--- config.mk ---
export PLATFORM = sky130hd
export DESIGN_NAME = lsu_dmem_initiator
export DESIGN_NICKNAME = d
export VERILOG_FILES = /design/src/rtl/lsu_dmem_initiator_pkg.sv /design/src/rtl/lsu_dmem_initiator_load_align.sv /design/src/rtl/lsu_dmem_initiator.sv
export SDC_FILE = /design/constraint.sdc
export NUM_CORES = 1
export LEC_CHECK = 0
export ABC_CLOCK_PERIOD_IN_PS = 3150
export BUFFER_PORTS_ARGS = -buffer_cell sky130_fd_sc_hd__buf_4
export CAP_MARGIN = 40
export CORE_UTILIZATION = 40
export DETAILED_ROUTE_END_ITERATION = 8
export HOLD_SLACK_MARGIN = 0.03
export PLACE_DENSITY = 0.72
export SYNTH_ARGS = -nofsm -noshare
export SYNTH_HDL_FRONTEND = slang
export SYNTH_SLANG_ARGS = --single-unit
--- constraint.sdc ---
create_clock -name clk -period 3.15 [get_ports clk]
set_clock_uncertainty 0.1 [all_clocks]
set_input_delay 0.4725 -clock clk [delete_from_list [all_inputs] [get_ports clk]]
set_output_delay 0.4725 -clock clk [all_outputs]
set_load 0.02 [all_outputs]
--- src/rtl/lsu_dmem_initiator_pkg.sv ---
// ---------------------------------------------------------------------------
// lsu_dmem_initiator_pkg
// Shared definitions for the load/store data-memory initiator:
//   - XLEN         data width (only 32 is supported)
//   - SZ_*         request size encodings (same encoding as lwhb/swhb)
//   - lsu_state_e  initiator FSM state encoding
//   - helpers      byte-mask, lane strobe/data steering, word-crossing test
// ---------------------------------------------------------------------------
package lsu_dmem_initiator_pkg;

  localparam int XLEN = 32;

  localparam logic [1:0] SZ_ILL = 2'b00;
  localparam logic [1:0] SZ_B   = 2'b01;
  localparam logic [1:0] SZ_H   = 2'b10;
  localparam logic [1:0] SZ_W   = 2'b11;

  typedef enum logic [1:0] {
    ST_IDLE = 2'b00,
    ST_ACC0 = 2'b01,
    ST_ACC1 = 2'b10,
    ST_RESP = 2'b11
  } lsu_state_e;

  // Byte mask of an access before it is shifted into its lanes.
  function automatic logic [3:0] size_mask(input logic [1:0] size);
    logic [3:0] m;
    case (size)
      SZ_B:    m = 4'b0001;
      SZ_H:    m = 4'b0011;
      SZ_W:    m = 4'b1111;
      default: m = 4'b0000;
    endcase
    return m;
  endfunction

  // Number of bytes touched by an access.
  function automatic logic [2:0] size_bytes(input logic [1:0] size);
    logic [2:0] n;
    case (size)
      SZ_B:    n = 3'd1;
      SZ_H:    n = 3'd2;
      SZ_W:    n = 3'd4;
      default: n = 3'd0;
    endcase
    return n;
  endfunction

  // Strobes over two consecutive words: [3:0] first word, [7:4] second word.
  function automatic logic [7:0] lane_strobe(input logic [1:0] size, input logic [1:0] off);
    return {4'b0000, size_mask(size)} << off;
  endfunction

  // Write data over two consecutive words: [31:0] first word, [63:32] second.
  function automatic logic [63:0] lane_data(input logic [31:0] wdata, input logic [1:0] off);
    return {32'h0000_0000, wdata} << {off, 3'b000};
  endfunction

  // An access crosses a word boundary when its last byte lies past lane 3.
  function automatic logic crosses_word(input logic [1:0] off, input logic [1:0] size);
    return ({1'b0, off} + size_bytes(size)) > 3'd4;
  endfunction

endpackage

--- src/rtl/lsu_dmem_initiator_load_align.sv ---
// ---------------------------------------------------------------------------
// lsu_load_align
// Combinational load-result alignment: shifts the two-word window {hi,lo}
// right by the byte offset and sign/zero-extends the byte or half result.
// Ports:
//   data   in  64  {hi, lo} memory words (hi = 0 when the access is not split)
//   off    in  2   byte offset of the access within the first word
//   size   in  2   SZ_B / SZ_H / SZ_W
//   lu     in  1   zero-extend when 1, sign-extend when 0
//   result out 32  extended load data (0 for an illegal size)
// ---------------------------------------------------------------------------
module lsu_load_align
  import lsu_dmem_initiator_pkg::*;
(
  input  logic [63:0] data,
  input  logic [1:0]  off,
  input  logic [1:0]  size,
  input  logic        lu,
  output logic [31:0] result
);

  logic [31:0] r;

  // Byte-shift the window, then extend according to size and lu.
  always_comb begin
    r = 32'(data >> {off, 3'b000});
    case (size)
      SZ_B: begin
        if (lu) begin
          result = {24'h00_0000, r[7:0]};
        end else begin
          result = {{24{r[7]}}, r[7:0]};
        end
      end
      SZ_H: begin
        if (lu) begin
          result = {16'h0000, r[15:0]};
        end else begin
          result = {{16{r[15]}}, r[15:0]};
        end
      end
      SZ_W:    result = r;
      default: result = 32'h0000_0000;
    endcase
  end

endmodule

--- src/rtl/lsu_dmem_initiator.sv ---
// ---------------------------------------------------------------------------
// lsu_dmem_initiator
// Load/store initiator between the MEM stage and a word-wide data memory.
// One request at a time; byte/half/word accesses are steered onto byte lanes
// and an access that crosses a word boundary is split into two word accesses.
// All outputs are registered: the next-state logic also computes the next
// value of every output, so the memory port is stable for a whole state.
//
// Optional feature macro: LSU_MISALIGN_TRAP_EN
//   defined   -> a word-crossing access returns resp_err=1 without touching memory
//   undefined -> a word-crossing access is split into two accesses
//
// Ports:
//   clk, reset            clock, synchronous active-high reset
//   req_valid/req_ready   request handshake (ready only when idle)
//   req_we/addr/size/lu/wdata  request fields
//   resp_valid/resp_ready response handshake
//   resp_rdata/resp_err   extended load data (0 for stores) / illegal access
//   mem_addr/we/wstrb/wdata  memory word port, mem_rdata combinational read
// ---------------------------------------------------------------------------
module lsu_dmem_initiator
  import lsu_dmem_initiator_pkg::*;
#(
  parameter int XLEN   = 32,
  parameter int ADDR_W = 32,
  parameter int MEM_AW = 8
) (
  input  logic              clk,
  input  logic              reset,
  input  logic              req_valid,
  output logic              req_ready,
  input  logic              req_we,
  input  logic [ADDR_W-1:0] req_addr,
  input  logic [1:0]        req_size,
  input  logic              req_lu,
  input  logic [XLEN-1:0]   req_wdata,
  output logic              resp_valid,
  input  logic              resp_ready,
  output logic [XLEN-1:0]   resp_rdata,
  output logic              resp_err,
  output logic [MEM_AW-1:0] mem_addr,
  output logic              mem_we,
  output logic [3:0]        mem_wstrb,
  output logic [XLEN-1:0]   mem_wdata,
  input  logic [XLEN-1:0]   mem_rdata
);

  lsu_state_e state, state_n;

  logic [1:0]          off_lat, size_lat;
  logic                we_lat, lu_lat;
  logic [XLEN-1:0]     wdata_lat, lo, lo_n;
  logic                latch_req;

  logic                req_ready_n, resp_valid_n, resp_err_n, mem_we_n;
  logic [XLEN-1:0]     resp_rdata_n, mem_wdata_n;
  logic [MEM_AW-1:0]   mem_addr_n;
  logic [3:0]          mem_wstrb_n;

  logic [1:0]          lane_off, lane_size;
  logic [XLEN-1:0]     lane_wdata;
  logic [7:0]          lane_s;
  logic [2*XLEN-1:0]   lane_d;

  logic [2*XLEN-1:0]   align_in;
  logic [XLEN-1:0]     align_out;

  // Upper byte-address bits beyond the memory size do not select anything.
  logic                addr_unused;
  assign addr_unused = ^req_addr[ADDR_W-1:MEM_AW+2];

  // Lane steering: in IDLE the first access is prepared from the incoming
  // request, afterwards the second access is prepared from the latched one.
  always_comb begin
    if (state == ST_IDLE) begin
      lane_off   = req_addr[1:0];
      lane_size  = req_size;
      lane_wdata = req_wdata;
    end else begin
      lane_off   = off_lat;
      lane_size  = size_lat;
      lane_wdata = wdata_lat;
    end
    lane_s = lane_strobe(lane_size, lane_off);
    lane_d = lane_data(lane_wdata, lane_off);
  end

  // Load window: the word being read now is the newest one, so it is taken
  // straight from mem_rdata rather than from the lo register.
  always_comb begin
    if (state == ST_ACC1) begin
      align_in = {mem_rdata, lo};
    end else begin
      align_in = {{XLEN{1'b0}}, mem_rdata};
    end
  end

  lsu_load_align u_align (
    .data   (align_in),
    .off    (off_lat),
    .size   (size_lat),
    .lu     (lu_lat),
    .result (align_out)
  );

  // Next-state and next-output logic.
  always_comb begin
    state_n      = state;
    latch_req    = 1'b0;
    lo_n         = lo;
    resp_valid_n = resp_valid;
    resp_rdata_n = resp_rdata;
    resp_err_n   = resp_err;
    mem_addr_n   = mem_addr;
    mem_we_n     = 1'b0;
    mem_wstrb_n  = 4'b0000;
    mem_wdata_n  = mem_wdata;

    case (state)
      ST_IDLE: begin
        if (req_valid) begin
          latch_req = 1'b1;
          if (req_size == SZ_ILL) begin
            state_n      = ST_RESP;
            resp_valid_n = 1'b1;
            resp_err_n   = 1'b1;
            resp_rdata_n = {XLEN{1'b0}};
`ifdef LSU_MISALIGN_TRAP_EN
          end else if (crosses_word(req_addr[1:0], req_size)) begin
            state_n      = ST_RESP;
            resp_valid_n = 1'b1;
            resp_err_n   = 1'b1;
            resp_rdata_n = {XLEN{1'b0}};
`endif
          end else begin
            state_n     = ST_ACC0;
            mem_addr_n  = req_addr[MEM_AW+1:2];
            mem_we_n    = req_we;
            mem_wstrb_n = lane_s[3:0];
            mem_wdata_n = lane_d[XLEN-1:0];
          end
        end else begin
          state_n = ST_IDLE;
        end
      end

      ST_ACC0: begin
        lo_n = mem_rdata;
        if (crosses_word(off_lat, size_lat)) begin
          // Second word index wraps naturally at the MEM_AW width.
          state_n     = ST_ACC1;
          mem_addr_n  = mem_addr + MEM_AW'(1);
          mem_we_n    = we_lat;
          mem_wstrb_n = lane_s[7:4];
          mem_wdata_n = lane_d[2*XLEN-1:XLEN];
        end else begin
          state_n      = ST_RESP;
          resp_valid_n = 1'b1;
          resp_err_n   = 1'b0;
          if (we_lat) begin
            resp_rdata_n = {XLEN{1'b0}};
          end else begin
            resp_rdata_n = align_out;
          end
        end
      end

      ST_ACC1: begin
        state_n      = ST_RESP;
        resp_valid_n = 1'b1;
        resp_err_n   = 1'b0;
        if (we_lat) begin
          resp_rdata_n = {XLEN{1'b0}};
        end else begin
          resp_rdata_n = align_out;
        end
      end

      ST_RESP: begin
        if (resp_ready) begin
          state_n      = ST_IDLE;
          resp_valid_n = 1'b0;
        end else begin
          state_n = ST_RESP;
        end
      end

      default: begin
        state_n      = ST_IDLE;
        resp_valid_n = 1'b0;
      end
    endcase

    req_ready_n = (state_n == ST_IDLE);
  end

  // State, request latches and registered outputs.
  always_ff @(posedge clk) begin
    if (reset) begin
      state      <= ST_IDLE;
      off_lat    <= 2'b00;
      size_lat   <= 2'b00;
      we_lat     <= 1'b0;
      lu_lat     <= 1'b0;
      wdata_lat  <= {XLEN{1'b0}};
      lo         <= {XLEN{1'b0}};
      req_ready  <= 1'b1;
      resp_valid <= 1'b0;
      resp_rdata <= {XLEN{1'b0}};
      resp_err   <= 1'b0;
      mem_addr   <= {MEM_AW{1'b0}};
      mem_we     <= 1'b0;
      mem_wstrb  <= 4'b0000;
      mem_wdata  <= {XLEN{1'b0}};
    end else begin
      state      <= state_n;
      lo         <= lo_n;
      req_ready  <= req_ready_n;
      resp_valid <= resp_valid_n;
      resp_rdata <= resp_rdata_n;
      resp_err   <= resp_err_n;
      mem_addr   <= mem_addr_n;
      mem_we     <= mem_we_n;
      mem_wstrb  <= mem_wstrb_n;
      mem_wdata  <= mem_wdata_n;
      if (latch_req) begin
        off_lat   <= req_addr[1:0];
        size_lat  <= req_size;
        we_lat    <= req_we;
        lu_lat    <= req_lu;
        wdata_lat <= req_wdata;
      end
    end
  end

endmodule

-- Yosys cells after proc, flatten, opt, wreduce, memory -nomap -nowiden
Index checks and enable logic that the tools add are counted.
- add/subtract/negate cells: 2
- $lt $le $gt $ge: 1
- equal/unequal tests: 15
- shift operators: 3
- multiplexer cells: 45
- reductions and logical operators: 8
- operators with widths (kind ; count):
    two-way mux 32 bit ; 10
    one-hot mux 32 bit (3 select lines) ; 2
    two-way mux 64 bit ; 1
    one-hot mux 32 bit (2 select lines) ; 1
    << shifter 32 x 5 -> 64 bit ; 1
    >> shifter 64 x 5 -> 32 bit ; 1
    two-way mux 8 bit ; 3
    one-hot mux 8 bit (2 select lines) ; 1
    == test 2 bit (second input constant) ; 6
    two-way mux 4 bit ; 3
    one-hot mux 4 bit (3 select lines) ; 1
    AND reduction 4 bit ; 3
    two-way mux 1 bit ; 11
    two-way mux 2 bit ; 5
    inequality test 2 bit (second input constant) ; 5
    one-hot mux 3 bit (3 select lines) ; 1
    adder 8 x 1 -> 8 bit (second input constant) ; 1
    one-hot mux 2 bit (4 select lines) ; 1
    one-hot mux 4 bit (2 select lines) ; 1
    << shifter 4 x 2 -> 8 bit ; 1
    == test 2 x 1 -> 1 bit (second input constant) ; 3
    zero test 2 bit ; 3
    one-hot mux 1 bit (4 select lines) ; 1
    adder 2 x 3 -> 3 bit ; 1
    7 further kinds ; 7
- register bits: 152
- word-level logic and storage cells: 89

-- Longest topological paths before layout
- depth after elaboration: 8
- depth in mapped cells: 12
- mapped depth without buffers: 9

-- By module
Synthesis repeated with hierarchy kept, for this count alone.
- cell total of the unflattened synthesis: 999
- area, all modules: 8999.9 sq um
- modules (own cells, without submodules) (module ; instances ; cells an instance ; area an instance (sq um) ; sequential area each (sq um)):
    lsu_dmem_initiator ; 1 ; 886 ; 7813.7 ; 3042.9
    lsu_load_align ; 1 ; 113 ; 1186.1 ; 0.0

-- Worst setup path after synthesis
No wires, ideal clock.
- path kind: register to register
- start point: register off_lat[1]
- end point: register resp_rdata[10]
- arrival: 2.689 ns
- setup slack: 0.244 ns
- cell stages (with the launch flop): 12
- path buffers: 4
- period minus slack after synthesis: 2.906 ns
- path through: dfxtp_1 buf_2 inv_2 buf_1 fa_1 nor2b_1 or4_4 buf_6 nand3_4 nor2_4 buf_6 a22o_1
- word-level cells in the longest chain between the ends: 6
- RTL lines (element ; line ; text):
    start, declared ; lsu_dmem_initiator.sv:50 ; logic [1:0] off_lat, size_lat;
    start signal, assigned ; lsu_dmem_initiator.sv:227 ; off_lat <= req_addr[1:0];
    >> shifter 64 x 5 -> 32 bit ; lsu_dmem_initiator_load_align.sv:26 ; r = 32'(data >> {off, 3'b000});
    two-way mux 32 bit (on tied branches) ; lsu_dmem_initiator_load_align.sv:36, lsu_dmem_initiator_load_align.sv:29 ;
    one-hot mux 32 bit (3 select lines) ; lsu_dmem_initiator_load_align.sv:27 ; case (size)
    two-way mux 32 bit ; lsu_dmem_initiator.sv:160, lsu_dmem_initiator.sv:172 ;
    two-way mux 32 bit ; lsu_dmem_initiator.sv:149 ; if (crosses_word(off_lat, size_lat)) begin
    one-hot mux 32 bit (3 select lines) ; lsu_dmem_initiator.sv:119 ; case (state)
    end signal, assigned ; lsu_dmem_initiator.sv:209 ; resp_rdata <= {XLEN{1'b0}};
    end signal, assigned ; lsu_dmem_initiator.sv:220 ; resp_rdata <= resp_rdata_n;
    end, declared ; lsu_dmem_initiator.sv:39 ; output logic [XLEN-1:0] resp_rdata,
Several ways; a longest one is shown, not always the timed one. The select of a mux whose other input is x is not followed.
A chain may end at the register's enable or synchronous reset.

-- Final worst setup path
- start point: register state[0]
- end point: register mem_wdata[6]
- word-level cells in the longest chain between the ends: 6
- RTL lines (element ; line ; text):
    start, declared ; lsu_dmem_initiator.sv:48 ; lsu_state_e state, state_n;
    start signal, assigned ; lsu_dmem_initiator.sv:216 ; state <= state_n;
    zero test 2 bit ; lsu_dmem_initiator.sv:75, lsu_dmem_initiator.sv:119 ;
    two-way mux 32 bit or two-way mux 2 bit (tied branches) ; lsu_dmem_initiator.sv:75 ; if (state == ST_IDLE) begin
    << shifter 32 x 5 -> 64 bit ; lsu_dmem_initiator_pkg.sv:56 ; return {32'h0000_0000, wdata} << {off, 3'b000};
    two-way mux 32 bit ; lsu_dmem_initiator.sv:123 ; if (req_size == SZ_ILL) begin
    two-way mux 32 bit ; lsu_dmem_initiator.sv:121 ; if (req_valid) begin
    one-hot mux 32 bit (2 select lines) ; lsu_dmem_initiator.sv:119 ;
    end signal, assigned ; lsu_dmem_initiator.sv:214 ; mem_wdata <= {XLEN{1'b0}};
    end signal, assigned ; lsu_dmem_initiator.sv:225 ; mem_wdata <= mem_wdata_n;
    end, declared ; lsu_dmem_initiator.sv:44 ; output logic [XLEN-1:0] mem_wdata,
Several ways; a longest one is shown, not always the timed one. The select of a mux whose other input is x is not followed.

==> impl_metrics.tcl <==
set metrics [dict create \
    finalPower_mw 8.29 \
    dpl-instance-area_sq_mm 0.00978 \
    setup_slack_ps 311 \
    grt_max_degree 69 \
    die-area_sq_mm 0.0216 \
    pwr-share-seq 0.296 \
    cp.required_ps 3380 \
    synth_area_sq_mm 0.00839 \
    ys.flop_type "dfxtp_1" \
    finalHoldViolations 0 \
    grt_first_pass_wirelength_microns 38100 \
    syn_avg_cell_area_sq_um 8.39 \
    power_leakage_nw 4.16 \
    clkTransAtPathRegs_ps 70 \
    fp.coreArea_sq_mm 0.0204 \
    cts_tree "done" \
    clockPowerShare 0.254 \
    dr_total_vias 8098 \
    post_drt_via_cell_ratio 5.74 \
    clock_path_buffers 2 \
    drc 0 \
    avgRoutedWirePerCell_microns 17.4 \
    yosysSeqAreaShare 0.363 \
    syn2layout_area_growth_pct 23.9 \
    dp_hpwl_microns 17500 \
    hp-class "input port to register" \
    antenna_found_initial 1 \
    wirelength_microns 24500 \
    cts_buffers 17 \
    synth-edff-count 0 \
    nFillCells 1990 \
    start_util 0.411 \
    finalInstanceArea_sq_mm 0.0104 \
    cts_max_level 4 \
    slew_viol_final 0 \
    io_pins 184 \
    worstSetupEndpointType "register" \
    cts_setup_buffers 0 \
    irDropWorstVdd_mv 0.476 \
    grt_pass1_vias 7158 \
    drt_pre_antenna_iters 7 \
    crit_type "register to register" \
    cap_violations 0 \
    p_int_mw 4.97 \
    port_buffers 161 \
    synthArstFlopShare 0 \
    fin_crit_sh 0.901 \
    relSlewSlack 0.502 \
    outcome "finished clean" \
    setup-tns-final_ps 0 \
    yosys.cell_types.count 59 \
    overflow 0 \
    layout-drive-gt1-share 0.249 \
    clk_latency_ps 430 \
    worst_pin_slew_ps 742 \
    fin_nets 1239 \
    dpl_worst_slack_ps 377 \
    track_usage 0.223 \
    power.switching_mw 3.33 \
    drt_iter0_markers 792 \
    clk_root_buffer_cell "clkbuf_16" \
    p_comb_frac 0.450 \
    ys_ff_latch 152 \
    rows 52 \
    start_kind "register" \
    cts_resized 0 \
    ant_nets 0 \
    dieWidth_microns 147 \
    fmaxAchievable_ghz 0.352 \
    grt_setup_unrepaired "no" \
    die_h_microns 147 \
    syn_nets 1113 \
    syn_inst 1000 \
    setup_violations 0 \
    arrival_ps 3070 \
    hold_buffers 0 \
    yosysWarningCount 0 \
    gp_congestion 0.916 \
    cp_max_fo 25 \
    p_sw_frac 0.401 \
    fin_crit_ps 2840 \
    cellPowerDensity_mw_per_mm2 798 \
    clock_sinks 152 \
]
[metrics by stage]
stage / util / instances / hold slack, ps
detailed placement: 0.479 / 1377 / 345
global route: 0.509 / 1410 / 203
CTS: 0.509 / 1409 / 183
finish: 0.509 / 1410 / 185
global placement: 0.479 / 1377 / 340
floorplan: - / 1000 / 334
[synthesized netlist by cell type (2+ instances only)]
cell type / count / area share
nand3_1: 50 / 0.030
a21oi_1: 74 / 0.044
or2_2: 3 / 0.0022
inv_1: 8 / 0.0036
a21oi_4: 2 / 0.0039
nor3b_1: 2 / 0.0018
buf_2: 31 / 0.018
nor4_1: 2 / 0.0015
mux2_2: 35 / 0.047
nor2b_1: 7 / 0.0052
o22ai_1: 33 / 0.025
buf_1: 4 / 0.0018
a221oi_1: 11 / 0.011
mux4_2: 7 / 0.019
nor3_1: 46 / 0.027
a211oi_1: 10 / 0.0089
nand2_1: 119 / 0.053
o21ai_0: 8 / 0.0048
dfxtp_1: 152 / 0.36
buf_4: 7 / 0.0063
mux2i_1: 106 / 0.13
clkbuf_1: 36 / 0.016
nand3b_1: 7 / 0.0063
o32ai_1: 10 / 0.010
buf_6: 6 / 0.0081
ha_1: 8 / 0.012
o211ai_1: 8 / 0.0072
nand4_1: 12 / 0.0089
and2_1: 2 / 0.0015
a22oi_1: 3 / 0.0027
or2_1: 4 / 0.0030
a22o_1: 25 / 0.026
nor2_1: 136 / 0.061
[power by group through the flow]
stage	clock network (mW)	registers, mW	logic [mW]
floorplan	0	2.69	2.42
global placement	0	2.48	3.62
detailed placement	0	2.50	3.67
CTS	2.13	2.46	3.69
global route	2.22	2.50	4.01
finish	2.10	2.46	3.73
[cell families (layout without fill, tap and decap cells)]
group	count (synthesis)	in the layout	share of synthesized area
compound gates	195	195	0.157
flops	152	152	0.363
buf+inv	93	232	0.0547
simple gates	401	401	0.215
other cells	0	1	0
fa+ha+maj	9	9	0.0143
mux	150	150	0.197
[state kept, by name, summed over array words and instances, names as in the netlist, 2 cells and up]
register and cells:
lo 32, mem_addr 8, mem_wdata 32, mem_wstrb 4, off_lat 2, resp_rdata 32, size_lat 2, state 2
wdata_lat 32
[path summary, 6_finish.rpt]
check,from,to,slack (ps),cells past startpoint
max reg2reg,state[0]$_SDFF_PP0_,mem_wdata[6]$_SDFFE_PP0P_,310,9
max,state[0]$_SDFF_PP0_,mem_wdata[6]$_SDFFE_PP0P_,310,9
min reg2reg,wdata_lat[26]$_SDFFE_PP0P_,wdata_lat[26]$_SDFFE_PP0P_,350,2
min,mem_rdata[27],lo[27]$_SDFFE_PP0P_,190,3
[critical path: stages, from the launching register on]
cell	delay, ps
dfxtp_1	330
inv_1	130
ha_2	340
buf_4	310
mux2i_4	270
nand2_1	70
buf_4	220
nor2_1	470
a221oi_1	230
nor3_1	260
[final cells by class]
class,count,area (sq um),area share
multi-input cells,755,4890,0.471
clock buffers,17,425,0.0409
diodes,1,2.50,0.000241
clock inverters,15,181,0.0175
flip-flops and latches,152,3040,0.293
well taps,270,338,0.0325
inverters,9,33.8,0.00325
repair buffers,191,1470,0.142
[metal layers]
metal,up-vias,GRT usage,routed length [microns]
met1,3845,0.321,11300
met4,0,0.0729,536
met3,45,0.0413,1760
met2,345,0.333,10900
met5,-,0,0
li1,3863,-,-
[cells in the final DEF, fill, tap and decap left out, types with 3 or more instances in the layout]
| cell type | Yosys | layout |
|---|---|---|
| buf_4 | 7 | 188 |
| dfxtp_1 | 152 | 151 |
| nor2_1 | 136 | 136 |
| nand2_1 | 119 | 119 |
| mux2i_1 | 106 | 106 |
| a21oi_1 | 74 | 74 |
| nand3_1 | 50 | 50 |
| nor3_1 | 46 | 46 |
| mux2_2 | 35 | 35 |
| o22ai_1 | 33 | 33 |
| a22o_1 | 25 | 25 |
| clkbuf_16 | 0 | 17 |
| nand4_1 | 12 | 12 |
| a221oi_1 | 11 | 11 |
| a211oi_1 | 10 | 10 |
| o32ai_1 | 10 | 10 |
| inv_1 | 8 | 8 |
| o211ai_1 | 8 | 8 |
| o21ai_0 | 8 | 8 |
| nor2b_1 | 7 | 7 |
| nand3b_1 | 7 | 7 |
| mux4_2 | 7 | 7 |
| inv_6 | 0 | 7 |
| ha_1 | 8 | 5 |
| or2_1 | 4 | 4 |
| a22oi_1 | 3 | 3 |
| or2_2 | 3 | 3 |
| ha_2 | 0 | 3 |
| buf_12 | 0 | 3 |
(Power assumes the default switching activity.)
